--- config.mk ---
export PLATFORM = sky130hd
export DESIGN_NAME = axi4_lite_req_arbiter
export DESIGN_NICKNAME = d
export VERILOG_FILES = /design/src/rtl/axi4_lite_pkg.sv /design/src/rtl/axi4_lite_req_arbiter_rr_pick.sv /design/src/rtl/axi4_lite_req_arbiter.sv
export SDC_FILE = /design/constraint.sdc
export NUM_CORES = 1
export LEC_CHECK = 0
export CELL_PAD_IN_SITES_DETAIL_PLACEMENT = 1
export CELL_PAD_IN_SITES_GLOBAL_PLACEMENT = 2
export CORE_MARGIN = 3
export CORE_UTILIZATION = 39
export DETAILED_ROUTE_END_ITERATION = 6
export DONT_BUFFER_PORTS = 1
export HOLD_SLACK_MARGIN = 0.06
export PLACE_DENSITY_LB_ADDON = 0.1
export REMOVE_ABC_BUFFERS = 1
export SETUP_SLACK_MARGIN = 0.5
export SLEW_MARGIN = 5
export SYNTH_ARGS = -nofsm -noshare
export SYNTH_HDL_FRONTEND = slang
export SYNTH_SLANG_ARGS = --single-unit
--- constraint.sdc ---
create_clock -name iCLK -period 3.1 [get_ports iCLK]
set_input_delay 0.62 -clock iCLK [delete_from_list [all_inputs] [get_ports iCLK]]
set_output_delay 0.62 -clock iCLK [all_outputs]
set_load 0.005 [all_outputs]
--- src/rtl/axi4_lite_pkg.sv ---
// Shared AXI4-Lite definitions: bus widths, response codes and the
// request-arbiter state encoding.
package axi4_lite_pkg;

  localparam int ADDR_W = 32;
  localparam int DATA_W = 32;
  localparam int STRB_W = 4;

  localparam logic [1:0] RESP_OKAY   = 2'b00;
  localparam logic [1:0] RESP_EXOKAY = 2'b01;
  localparam logic [1:0] RESP_SLVERR = 2'b10;
  localparam logic [1:0] RESP_DECERR = 2'b11;

  typedef enum logic [2:0] {
    ST_IDLE   = 3'd0,
    ST_ISSUE  = 3'd1,
    ST_WAIT_B = 3'd2,
    ST_WAIT_R = 3'd3,
    ST_DONE   = 3'd4
  } arb_state_t;

endpackage

--- src/rtl/axi4_lite_req_arbiter_rr_pick.sv ---
// Combinational round-robin picker: first set request bit searching upward
// from ptr+1 with wrap-around; found is low when no bit is set.
module rr_pick #(
  parameter int N  = 2,
  parameter int IW = 1
) (
  input  logic [N-1:0]  req,
  input  logic [IW-1:0] ptr,
  output logic [IW-1:0] idx,
  output logic          found
);

  always_comb begin
    idx   = '0;
    found = 1'b0;
    // i = N wraps back to ptr itself, so the last winner is checked last
    for (int i = 1; i <= N; i++) begin
      if (!found && req[(int'(ptr) + i) % N]) begin
        found = 1'b1;
        idx   = IW'((int'(ptr) + i) % N);
      end
    end
  end

endmodule

--- src/rtl/axi4_lite_req_arbiter.sv ---
// Round-robin arbiter/sequencer sharing one AXI4-Lite master between NUM_REQ
// requesters; one transaction outstanding, B/R completion monitored, watchdog.
module axi4_lite_req_arbiter
  import axi4_lite_pkg::*;
#(
  parameter int NUM_REQ = 2,
  parameter int IDW     = $clog2(NUM_REQ),
  parameter int TIMEOUT = 255,
  parameter int TOW     = 8
) (
  input  logic                       iCLK,
  input  logic                       iRST,
  input  logic [NUM_REQ-1:0]         iREQ_VALID,
  input  logic [NUM_REQ-1:0]         iREQ_WRITE,
  input  logic [NUM_REQ*ADDR_W-1:0]  iREQ_ADDR,
  input  logic [NUM_REQ*DATA_W-1:0]  iREQ_WDATA,
  input  logic [NUM_REQ*STRB_W-1:0]  iREQ_WSTRB,
  output logic [NUM_REQ-1:0]         oACK,
  output logic [DATA_W-1:0]          oRDATA,
  output logic [1:0]                 oRESP,
  output logic                       oTIMEOUT,
  output logic                       oBUSY,
  output logic [IDW-1:0]             oGRANT_ID,
  output logic                       oWRITE_START,
  output logic                       oREAD_START,
  output logic [ADDR_W-1:0]          oWRITE_ADDR,
  output logic [DATA_W-1:0]          oWRITE_DATA,
  output logic [ADDR_W-1:0]          oREAD_ADDR,
  output logic [STRB_W-1:0]          oWRITE_STRB,
  input  logic                       iBVALID,
  input  logic                       iBREADY,
  input  logic [1:0]                 iBRESP,
  input  logic                       iRVALID,
  input  logic                       iRREADY,
  input  logic [1:0]                 iRRESP,
  input  logic [DATA_W-1:0]          iRDATA
);

  localparam logic [TOW:0]   TO_LIM  = (TOW+1)'(TIMEOUT);
  localparam logic [IDW-1:0] PTR_RST = IDW'(NUM_REQ-1);

  arb_state_t         state, state_nxt;
  logic [IDW-1:0]     rr_ptr, win_idx;
  logic               win_found, is_wr;
  logic               hs_b, hs_r, wd_exp;
  logic [TOW-1:0]     wd_cnt;
  logic [TOW:0]       wd_inc;
  logic [NUM_REQ-1:0] ack_vec;

  rr_pick #(.N(NUM_REQ), .IW(IDW)) u_pick (
    .req   (iREQ_VALID),
    .ptr   (rr_ptr),
    .idx   (win_idx),
    .found (win_found)
  );

  always_comb begin
    hs_b      = iBVALID && iBREADY;
    hs_r      = iRVALID && iRREADY;
    wd_inc    = {1'b0, wd_cnt} + {{TOW{1'b0}}, 1'b1};
    wd_exp    = (TIMEOUT != 0) && (wd_inc == TO_LIM);
    ack_vec   = NUM_REQ'(1) << oGRANT_ID;
    state_nxt = state;
    case (state)
      ST_IDLE:   if (win_found) state_nxt = ST_ISSUE;
      ST_ISSUE:  state_nxt = is_wr ? ST_WAIT_B : ST_WAIT_R;
      ST_WAIT_B: if (hs_b || wd_exp) state_nxt = ST_DONE;
      ST_WAIT_R: if (hs_r || wd_exp) state_nxt = ST_DONE;
      default:   state_nxt = ST_IDLE;
    endcase
  end

  always_ff @(posedge iCLK or negedge iRST) begin
    if (!iRST) state <= ST_IDLE;
    else       state <= state_nxt;
  end

  always_ff @(posedge iCLK or negedge iRST) begin
    if (!iRST) begin
      rr_ptr       <= PTR_RST;
      is_wr        <= 1'b0;
      wd_cnt       <= '0;
      oACK         <= '0;
      oRDATA       <= '0;
      oRESP        <= '0;
      oTIMEOUT     <= 1'b0;
      oBUSY        <= 1'b0;
      oGRANT_ID    <= '0;
      oWRITE_START <= 1'b0;
      oREAD_START  <= 1'b0;
      oWRITE_ADDR  <= '0;
      oWRITE_DATA  <= '0;
      oREAD_ADDR   <= '0;
      oWRITE_STRB  <= '0;
    end else begin
      oWRITE_START <= 1'b0;
      oREAD_START  <= 1'b0;
      oACK         <= '0;
      oBUSY        <= (state_nxt != ST_IDLE);
      case (state)
        ST_IDLE: if (win_found) begin
          rr_ptr       <= win_idx;
          oGRANT_ID    <= win_idx;
          is_wr        <= iREQ_WRITE[win_idx];
          oWRITE_START <= iREQ_WRITE[win_idx];
          oREAD_START  <= !iREQ_WRITE[win_idx];
          if (iREQ_WRITE[win_idx]) begin
            oWRITE_ADDR <= iREQ_ADDR[int'(win_idx)*ADDR_W +: ADDR_W];
            oWRITE_DATA <= iREQ_WDATA[int'(win_idx)*DATA_W +: DATA_W];
            oWRITE_STRB <= iREQ_WSTRB[int'(win_idx)*STRB_W +: STRB_W];
          end else begin
            oREAD_ADDR  <= iREQ_ADDR[int'(win_idx)*ADDR_W +: ADDR_W];
          end
        end
        ST_ISSUE: wd_cnt <= '0;
        // a handshake on the expiry cycle takes precedence over the watchdog
        ST_WAIT_B, ST_WAIT_R: begin
          if (state == ST_WAIT_B && hs_b) begin
            oRESP  <= iBRESP;
            oRDATA <= '0;
            oACK   <= ack_vec;
          end else if (state == ST_WAIT_R && hs_r) begin
            oRESP  <= iRRESP;
            oRDATA <= iRDATA;
            oACK   <= ack_vec;
          end else if (wd_exp) begin
            oRESP    <= RESP_SLVERR;
            oRDATA   <= '0;
            oTIMEOUT <= 1'b1;
            oACK     <= ack_vec;
          end else begin
            wd_cnt <= wd_inc[TOW-1:0];
          end
        end
        default: ;
      endcase
    end
  end

endmodule

# After elaboration in Yosys (flattened, before gate mapping)
# Index checks and enable logic that the tools add are counted.
[op_classes]
addsub = 3
order_cmp = 3
eq_ne = 7
shifts = 4
muxes = 35
bitwise = 5
reduce_logical = 20
[op_table]
columns = ["op", "n"]
rows = [
  ["variable part select 64 x 7 -> 32 bit", 2],
  ["two-way mux 32 bit", 3],
  ["two-way mux 8 bit", 3],
  ["two-way mux 1 bit", 17],
  ["case mux 8 bit (2 select lines)", 1],
  ["two-way mux 2 bit", 7],
  ["case mux 3 bit (4 select lines)", 1],
  ["adder 8 x 1 -> 9 bit (second input constant)", 1],
  ["equality test 9 x 8 -> 1 bit (second input constant)", 1],
  ["two-way mux 3 bit", 3],
  ["AND reduction 4 bit", 2],
  ["variable part select 8 x 4 -> 4 bit", 1],
  ["equality test 3 x 2 -> 1 bit (second input constant)", 2],
  ["less-than comparator 2 x 3 -> 1 bit (second input constant)", 2],
  ["!= test 2 bit (second input constant)", 3],
  ["AND reduction 3 bit", 2],
  ["nonzero test 3 bit", 2],
  ["logical AND 1 bit", 5],
  ["AND reduction 2 bit", 2],
  ["equality test 3 x 1 -> 1 bit (second input constant)", 1],
  ["zero test 3 bit", 1],
  ["inverter 1 bit", 3],
  ["adder 1 bit (second input constant)", 2],
  ["bitwise AND 1 bit (first input constant)", 2],
  ["6 further kinds", 8],
]
[word_totals]
register_bits = 154
out_inout_bits = 141
word_cells = 93

# Logic depth before layout (Yosys ltp)
[depth]
word_depth = 14
mapped_depth = 8
ltp_nobuf = 7

# Cells and area by module
# From an unflattened synthesis, not the netlist that was laid out.
[hier_totals]
cells_unflattened = 667
area_unflattened_um2 = 6776.5
[by_module_without_submodules]
columns = ["mod", "n_inst", "cells_each", "area_each_um2", "seq_area_each_um2"]
rows = [
  ["axi4_lite_req_arbiter", 1, 665, 6762.7, 3854.9],
  ["rr_pick", 1, 2, 13.8, 0.0],
]

# Least setup slack after synthesis
# Ideal clock, no wire load.
[synth_timing]
kind = "register to register"
startpoint = "register wd_cnt[0]"
endpoint = "register wd_cnt[6]"
setup_ns = 0.125
t_arrival_ns = 1.870
required_time_ns = 2.975
setup_slack_ns = 1.105
path_stages_with_launch = 8
path_buffers = 1
period_less_slack_ns = 1.995
cell_sequence = "dfrtp_1 -> ha_1 -> nand3_1 -> nor3b_2 -> nor4_4 -> o211ai_2 -> buf_6 -> mux2_4"
[synth_via]
elab_chain_len = 5
[synth_rtl]
columns = ["item", "line", "source"]
rows = [
  ["from (decl)", "axi4_lite_req_arbiter.sv:46", "logic [TOW-1:0] wd_cnt;"],
  ["from (signal assigned)", "axi4_lite_req_arbiter.sv:132", "wd_cnt <= wd_inc[TOW-1:0];"],
  ["adder 8 x 1 -> 9 bit (*)", "axi4_lite_req_arbiter.sv:60", "wd_inc = {1'b0, wd_cnt} + {{TOW{1'b0}}, 1'b1};"],
  ["branches (longest 4 deep; another with equality test 9 x 8 -> 1 bit)", "--", ""],
]
# Mark *: on every way between the ends. The select of a mux whose other input is x is not followed.
# A chain may end at the register's enable or synchronous reset.

# Worst setup path after layout
# Same ends and word-level chain as after synthesis.

==> run metrics <==
largest area contributor in the netlist dfrtp_1; top-level I/O count about 320; NumNets Final 821; Via density between 5 and 6; min cycle time layout 2.327 ns; Post-synth EDFFs 0; DRC viols 0; via count 4711; first-pass GRT wire length between 20 and 30 mm; Top delay family on crit path simple AND/OR/NAND/NOR gates; Final Non-Filler Cells 870; postcts setup bufs 0; Worst path slowest cell dfrtp_1; dominant synthesized flop cell dfrtp_1; Syn. warnings 0; VDD IR-drop max about 0.00037 V; sequence of cells on the critical path ha_1 -> nand3_1 -> nor3b_2 -> nor4_4 -> o211ai_4 -> mux2_4; htree depth 4; DRC violation total after the first TritonRoute iteration ~200; Req. time, crit path approximately 3.4 ns; global route overflow 0; Area contributors post-synth dfrtp_1 (56%), mux2i_1 (11%), a21oi_1 (5.2%); Slew @ Worst Pin around 0.75 ns; Max-slew headroom 0.5031; width of the die between 100 and 150 um; initial antenna violation count 0; outcome finished, violations left; GRT Total Usage 0.1940; vias in the first global route 5046; f_max about 0.43 GHz; CP Class reg2reg; Max Slew Vio Count 0; clock transition at the registers of the reported paths approximately 0.060 ns; sequential area share after synthesis 0.5679; routability cong. just under 0.8; failing checks hold timing; Yosys top cell area share 0.5641; largest net degree at the start of global routing between 150 and 200; # setup viols final 0; min-delay worst type in2async; CP Buf/Inv Count 0; Post-Syn Area between 6000 and 7000 sq um; Clock Latency Late Sink approximately 0.42 ns; final worst path period share 0.7506; #FFs+latches synth approximately 150; Setup Skew around 0.0056 ns; Fill cells 1856; unique cell type count in the Yosys netlist 48; average instance area after synthesis around 10 sq um; Setup crit start kind flop; share of layout cells above drive strength 1 0.08923; commonest non-fill, non-tap cells in the layout dfrtp_1 (153), mux2i_1 (76), nor2_1 (75); TritonCTS clock tree built; Detail Placement HPWL between 10 and 15 mm; Pre-antenna DRT Iters 5; RSZ-0062 raised after global routing no; Initial Utilization 0.4036; clk root buf clkbuf_16; Critical Path Fanout Max 9; port bufs 0; Critical Path Max Stage Delay around 0.46 ns; max-capacitance violation count 0; Final Hold Viols ~150; final wirelength ~19 mm; commonest non-fill, non-tap cell in the layout dfrtp_1; P_leak 3.423 nW; synth-to-layout area growth 11.19%; TritonCTS Sinks 154; Routed WL per cell between 20 and 25 um; die height 137.9 um; crit path capture type flop; Inst Count DP between 800 and 900; core area 16820 sq um; PwrDens 1064 nW/um^2; Cells after Synth between 600 and 700; ys async rst share 1.000; Num CTS Buffers 17; n_diodes 0; CP arrival around 2.6 ns; Clock Path Buffers 2; worst hold slack -0.1025 ns; Placement Rows between 40 and 50; post-layout util 0.4487; post-route ant nets 0; die footprint approximately 19000 sq um
## registers in the layout (all words and copies together), names as in the netlist, 2 cells and up
name         count
oRDATA          32
oREAD_ADDR      32
oWRITE_ADDR     32
oWRITE_DATA     32
wd_cnt           8
oWRITE_STRB      4
state            3
oACK             2
oRESP            2
## cells by family (layout without fill, tap and decap cells)
| logic type | count (synthesis) | in the layout | share of synthesized area |
|---|---|---|---|
| AO/OA/AOI/OAI | 179 | 180 | 0.1530 |
| flip-flops | 154 | 154 | 0.5679 |
| AND/OR/NAND/NOR | 151 | 151 | 0.09807 |
| buffers and inverters | 83 | 80 | 0.05530 |
| multiplexers | 77 | 77 | 0.1143 |
| XOR/XNOR | 6 | 6 | 0.007742 |
| adder cells (fa/ha/maj) | 2 | 2 | 0.003686 |
## final timing paths
check	from	to	cells past startpoint	slack [ns]
worst max-delay path	wd_cnt[0]	wd_cnt[6]	6	0.77
worst min-delay path	iRST	oRDATA[1]	0	-0.10
worst max register to register	wd_cnt[0]	wd_cnt[6]	6	0.77
worst min register to register	rr_ptr	rr_ptr	2	0.48
max in group asynchronous	iRST	rr_ptr	0	2.81
min in group iCLK	iRDATA[4]	oRDATA[4]	2	0.35
## synthesized netlist by cell type, types with 6 or more instances
library cell,n
o21ai_0,14
inv_1,36
o21ai_1,51
nand2_1,50
buf_4,8
nor2_1,76
dfrtp_1,153
a21oi_1,70
buf_2,21
nand3_1,6
clkbuf_1,13
a22oi_1,32
mux2i_1,76
## metal layers
layer,up-vias,routed length (um),part of all wire,global-route usage
li1,2206,-,-,-
met4,0,259,0.014,0.06092
met5,-,0,0,0
met1,2283,6960,0.36,0.2158
met2,201,9919,0.52,0.3389
met3,21,1987,0.10,0.07983
## report_power, final
group	switching, mW	leakage (nW)	internal (mW)	total, mW
sequential	0.967	1.75	2.95	3.92
clock	0.821	0.264	1.11	1.94
combinational	1.23	1.41	0.945	2.17
## area by class of cell
type | count | area, sq um | share of cell area
sequential | 154 | 3855 | 0.5108
multi-input combinational | 416 | 2603 | 0.3448
clock buffer | 19 | 442.9 | 0.05869
tap | 220 | 275.3 | 0.03647
inverter | 38 | 142.6 | 0.01890
timing repair buffer | 10 | 125.1 | 0.01658
clock inverter | 13 | 103.9 | 0.01376
## metrics by stage
stage	power [mW]	setup WS (ns)	instance area (sq um)	TNS (ns)
CTS	8.157	0.5079	7530	0
global placement	5.998	0.6865	6983	0
floorplan	5.367	-7.577	6555	-665.63
global route	8.648	0.5665	7547	0
detailed placement	6.169	0.5627	6983	0
finish	8.028	0.7731	7547	0
## repair_timing
| item | in CTS | in global routing |
|---|---|---|
| endpoints found under the setup margin | 0 | 13 |
| gates resized for setup | 0 | 1 |
| hold endpoints to repair | 154 | 153 |
(Power assumes the default switching activity.)
